==> src/rtl/barrel_unshifter_pipe.sv <==
// Pipelined right/left shift unit with valid/ready flow control.
// One stage per shift-magnitude bit. Stage k applies a 2^k shift when its magnitude bit is set.
module barrel_unshifter_pipe #(
  parameter  int DATA_W  = 8,
  localparam int SHIFT_W = $clog2(DATA_W)
) (
  input  logic               clk,
  input  logic               rst_n,
  input  logic               in_valid,
  output logic               in_ready,
  input  logic [DATA_W-1:0]  data_in,
  input  logic [SHIFT_W-1:0] shift_mag,
  input  logic [1:0]         mode,
  output logic               out_valid,
  input  logic               out_ready,
  output logic [DATA_W-1:0]  data_out
);

  localparam logic [1:0] MODE_ROR = 2'b00;
  localparam logic [1:0] MODE_LSR = 2'b01;
  localparam logic [1:0] MODE_ASR = 2'b10;

  logic [SHIFT_W-1:0] w_valid_vec;
  logic [SHIFT_W-1:0] w_ready;

  genvar gi;
  generate
    for (gi = 0; gi < SHIFT_W; gi++) begin : g_stage
      localparam int SHAMT = 1 << gi;

      logic               w_in_valid;
      logic [DATA_W-1:0]  w_in_data;
      logic [SHIFT_W-1:gi] w_in_mag;
      logic [1:0]         w_in_mode;
      logic [DATA_W-1:0]  w_shifted;
      logic               r_valid;
      logic [DATA_W-1:0]  r_data;

      if (gi == 0) begin : g_src
        assign w_in_valid = in_valid;
        assign w_in_data  = data_in;
        assign w_in_mag   = shift_mag;
        assign w_in_mode  = mode;
      end else begin : g_src
        assign w_in_valid = g_stage[gi-1].r_valid;
        assign w_in_data  = g_stage[gi-1].r_data;
        assign w_in_mag   = g_stage[gi-1].g_meta.r_mag;
        assign w_in_mode  = g_stage[gi-1].g_meta.r_mode;
      end

      // A stage can take a new word unless it and every stage downstream is full and the sink stalls.
      assign w_valid_vec[gi] = r_valid;
      assign w_ready[gi]     = out_ready | ~(&w_valid_vec[SHIFT_W-1:gi]);

      always_comb begin
        w_shifted = w_in_data;
        if (w_in_mag[gi]) begin
          case (w_in_mode)
            MODE_ROR: w_shifted = (w_in_data >> SHAMT) | (w_in_data << (DATA_W - SHAMT));
            MODE_LSR: w_shifted = w_in_data >> SHAMT;
            MODE_ASR: w_shifted = $unsigned($signed(w_in_data) >>> SHAMT);
            default:  w_shifted = (w_in_data << SHAMT) | (w_in_data >> (DATA_W - SHAMT));
          endcase
        end
      end

      always_ff @(posedge clk or negedge rst_n) begin
        if (!rst_n) begin
          r_valid <= 1'b0;
          r_data  <= '0;
        end else if (w_ready[gi]) begin
          r_valid <= w_in_valid;
          if (w_in_valid) begin
            r_data <= w_shifted;
          end
        end
      end

      // Only the magnitude bits still to be consumed downstream are carried forward.
      if (gi < SHIFT_W - 1) begin : g_meta
        logic [SHIFT_W-1:gi+1] r_mag;
        logic [1:0]            r_mode;

        always_ff @(posedge clk or negedge rst_n) begin
          if (!rst_n) begin
            r_mag  <= '0;
            r_mode <= '0;
          end else if (w_ready[gi] && w_in_valid) begin
            r_mag  <= w_in_mag[SHIFT_W-1:gi+1];
            r_mode <= w_in_mode;
          end
        end
      end
    end
  endgenerate

  assign in_ready  = w_ready[0];
  assign out_valid = g_stage[SHIFT_W-1].r_valid;
  assign data_out  = g_stage[SHIFT_W-1].r_data;

endmodule

==> config.mk <==
export PLATFORM = sky130hd
export DESIGN_NAME = barrel_unshifter_pipe
export DESIGN_NICKNAME = d
export VERILOG_FILES = /design/src/rtl/barrel_unshifter_pipe.sv
export SDC_FILE = /design/constraint.sdc
export NUM_CORES = 1
export LEC_CHECK = 0
export ABC_AREA = 1
export CAP_MARGIN = 20
export CORE_MARGIN = 4
export CORE_UTILIZATION = 49
export DETAILED_ROUTE_END_ITERATION = 10
export GPL_ROUTABILITY_DRIVEN = 0
export PLACE_DENSITY = 0.73
export SETUP_SLACK_MARGIN = 0.2
export SLEW_MARGIN = 10
export SYNTH_ARGS = -nofsm -noshare
export SYNTH_HDL_FRONTEND = slang
export SYNTH_SLANG_ARGS = --single-unit
==> constraint.sdc <==
create_clock -name clk -period 1.4 [get_ports clk]
set_input_delay 0.35 -clock clk [delete_from_list [all_inputs] [get_ports clk]]
set_output_delay 0.35 -clock clk [all_outputs]
set_load 0.01 [all_outputs]
# Yosys cells after proc, flatten, opt, wreduce, memory -nomap -nowiden
# Index checks and enable logic that the tools add are counted.
[classes]
bitwise_logic = 11
n_reduce_logical = 9
muxes = 6
eq_ne = 6
[op_table]
columns = ["operator", "count"]
rows = [
  ["$pmux 8 s3", 2],
  ["$mux 8", 3],
  ["$pmux 8 s2", 1],
  ["$or 6x8->8", 1],
  ["$or 7x8->8", 1],
  ["$or 8x1->8", 1],
  ["$or 8x2->8", 1],
  ["$or 8x4->8", 1],
  ["$reduce_and 2->1", 4],
  ["$eq 2x1->1 const B", 3],
  ["$eq 2x2->1 const B", 3],
  ["$logic_not 2->1", 2],
  ["$not 1->1", 3],
  ["$or 1x1->1", 3],
  ["$reduce_and 3->1", 1],
  ["$logic_and 1x1->1", 2],
]
[totals]
in_bits = 17
reg_bits = 34
elab_cells = 42

# Depth between registers and ports, before layout
# Gate-level depths: netlist of run 1.
[depth]
ltp_word = 4
ltp_mapped = 7

# Worst setup path after synthesis of run 1
# Ideal clock, no wire load.
[synth_timing]
path_type = "reg2out"
from = "reg g_stage[2].r_valid (netlist: out_valid)"
to = "out in_ready"
n_path_buf = 0
setup_slack_ns = 0.195
stages_incl_launch_ff = 4
arrival_time_ns = 0.855
path_cell_list = "dfrtp_1 nand3_2 nor2_4 inv_1"
[synth_via]
elab_chain_len = 3
[synth_lines]
columns = ["item", "line_no", "source"]
rows = [
  ["from (decl)", "36", "logic r_valid;"],
  ["from (signal assigned)", "72", "r_valid <= w_in_valid;"],
  ["$reduce_and 3->1", "53", "assign w_ready[gi] = out_ready | ~(&w_valid_vec[SHIFT_W-1:gi]);"],
  ["$not 1->1", "53", ""],
  ["$or 1x1->1", "53", ""],
  ["to (decl)", "10", "output logic in_ready,"],
]
# Every way passes these cells.

# Worst setup path after layout of run 1
[layout_timing]
from = "reg g_stage[1].r_valid"
to = "out in_ready"
[layout_via]
elab_chain_len = 3
[layout_lines]
columns = ["item", "line_no"]
rows = [
  ["from (decl)", "36"],
  ["from (signal assigned)", "72"],
  ["$reduce_and 3->1", "53"],
  ["$not 1->1", "53"],
  ["$or 1x1->1", "53"],
]
# Every way passes these cells.

==> metrics, run 1 <==
Cell variety after synth 22; synthesis-to-layout area growth 42.8%; post-synth net total 288; total track usage 20.4%; Detailed Place HPWL 3160 um; initial antenna violation count 0; leakage power 1.38 nW; failing checks setup timing; clock latency on the worst-skew pair 280 ps; outcome finished with violations; max_slew headroom 80.6%; Buffers on Ports 26; TritonCTS clock tree built; most frequent cell after synthesis nand2_1; Hold Fails Final Rpt 0; Die Area 4990 um2; Worst-path clk slew 70 ps; Synth Register Bits 34; fin worst setup slack -2.18 ps; effective utilization at floorplan 51.7%; row count 22; RR Startpoint g_stage[1].r_valid; first-pass GRT wire length 8260 um; Die Ht 70.6 um; sequential element share of the synthesized area 44.3%; Critical Path Source Type flip-flop; initial DRC count 164; top cells by count, synth nand2_1, nor2_1, dfrtp_1; max cap viols 0; Final Hold Slack 426 ps; period utilization 100%; Synth Instances 270; PD cells 1410 nW/um2; Avg Cell Area, Syn 7.12 um2; worst-path maximum fanout 2; post-synth top area share 44.3%; r2r setup slk 40 ps; FF-to-FF End g_stage[0].r_data[7]; Root Driver clkbuf_8; Yosys top cell by area dfrtp_1; Clock H-tree levels 2; r2r worst-path depth 8; Num CTS Buffers 5; share of cells above drive strength 1 30.8%; Least-Margin Pin Slew 288 ps; Main synth FF type dfrtp_1; post-place setup slack -472 ps; Final ANT Viol Nets 0; Crit path required time 1050 ps; Setup CP Type reg -> out; I/O pin count 27; Sink Count 34; Final Critical Period 1400 ps; Syn. warnings 0; 1st-pass router iterations 4; diode count 0; die width 70.6 um; Final Power 3.86 mW; number of synthesized flops with an enable pin 0; Via Count 1925; DRC 0; Tightest Hold Check Type in -> async; Peak VDD IR 0.000738 V; # setup viols final 1; Synth Cell Area 1920 um2; Async SR Flop Fraction 100%; Core Footprint 3720 um2; largest net degree at the start of global routing 35; Crit. End Element output pin; DRT Wirelength 4670 um; clock tree buffer depth 2; NumNets Final 343; number of global-route vias before repair 1899; Final Max Slew Viols 0; Overflow after GRT 0; CP arrival 1050 ps; routed len/inst 12.5 um; RSZ-0062 raised after global routing true; cts-stage hold buffer count 0; Max Clock Skew 6.96 ps; Max Freq 713 MHz; top cells by area, synth dfrtp_1, nand2_1, nor2_1; Vias/cell 5.16
[cells by family (layout without fill, tap and decap cells)]
family | after synthesis | count (layout) | share of synthesized area, %
simple gates | 159 | 159 | 35.4
buf+inv | 40 | 95 | 9.11
compound gates | 36 | 36 | 10.6
flops | 34 | 34 | 44.3
fa+ha+maj | 1 | 1 | 0.651
[layer usage]
metal | up-vias | share of wire, % | GRT usage [%]
met5 | - | 0 | 0
met4 | 0 | 2.3 | 7.72
met3 | 15 | 4.5 | 4.69
met2 | 43 | 51 | 35.1
met1 | 907 | 42 | 24.8
li1 | 960 | - | -
[layout make-up]
class	instances	area, um2
multi-input combinational	196	1090
inverter	31	119
timing repair buffer	57	541
sequential	34	852
clock buffer	7	86.3
tap	48	60.1
fill	291	972
[metrics by stage]
stage / TNS (ps) / utilization [%] / cell area, um2 / cells
2_1_floorplan: 0 / - / 1920 / 270
3_3_place_gp: -6430 / 64.0 / 2380 / 359
3_5_place_dp: -7080 / 64.0 / 2380 / 359
4_1_cts: 0 / 69.6 / 2580 / 370
5_1_grt: -404 / 73.8 / 2740 / 373
6_report: -2.18 / 73.8 / 2740 / 373
[flip-flops by register name, summed over array words and instances (netlist names)]
signal                 cells
g_stage.r_data            16
g_stage.g_meta.r_mode      4
g_stage.r_valid            2
g_stage.g_meta.r_mag       3
data_out                   8
out_valid                  1
[how the worst max path moves through the flow]
| stage | end | start |
|---|---|---|
| 5_1_grt | in_ready | g_stage[1].r_valid |
| 3_3_place_gp | in_ready | out_ready |
| 2_1_floorplan | data_out[4] | g_stage[1].g_meta.r_mode[0] |
| 4_1_cts | g_stage[0].r_data[7] | out_valid |
| 6_report | in_ready | g_stage[1].r_valid |
| 3_5_place_dp | in_ready | out_ready |
[worst max-delay path, stage by stage, from the launching register on]
cell and delay (ps):
dfrtp_1 410, nand3_4 90, nor2_4 110, inv_2 50, buf_6 110
[layout by cell type (no fill, tap or decap), types with 2 or more instances in the layout]
cell             instances
nand3_4                  3
nor2_2                   4
o21ai_2                  4
a21oi_2                  2
buf_4                   17
o21ai_0                  9
nand2_4                  5
o21a_1                   2
dfrtp_1                 33
buf_12                   3
buf_6                   11
nand4_1                  2
nand2_2                 12
inv_2                    3
inv_1                   27
nand3_2                  8
a21oi_1                 10
buf_2                    8
clkdlybuf4s50_1         15
nand3_1                 14
nor2_4                   6
o21ai_1                  8
buf_8                    2
or2_2                    2
clkbuf_8                 6
nor2_1                  27
nand2_1                 75
[power breakdown]
| part | internal, mW | switching (mW) |
|---|---|---|
| Clock | 0.390 | 0.327 |
| Combinational | 0.803 | 0.838 |
| Sequential | 1.26 | 0.238 |
[repair_timing]
action | in CTS | in global routing
resized for setup | 84 | 35
buffers inserted | 4 | 3
endpoints found under the setup margin | 41 | 34
pin swaps | 29 | 20
Note: power is estimated with default switching activity, not from simulation.
==> run 2: changes to the inputs <==
--- a/config.mk
+++ b/config.mk
@@ -6,7 +6,7 @@
 export NUM_CORES = 1
 export LEC_CHECK = 0
 export ABC_AREA = 1
-export CAP_MARGIN = 20
+export CAP_MARGIN = 15
 export CORE_MARGIN = 4
 export CORE_UTILIZATION = 49
 export DETAILED_ROUTE_END_ITERATION = 10
==> results of run 2 <==
Final layout, timing and power as in run 1 (identical DEF).
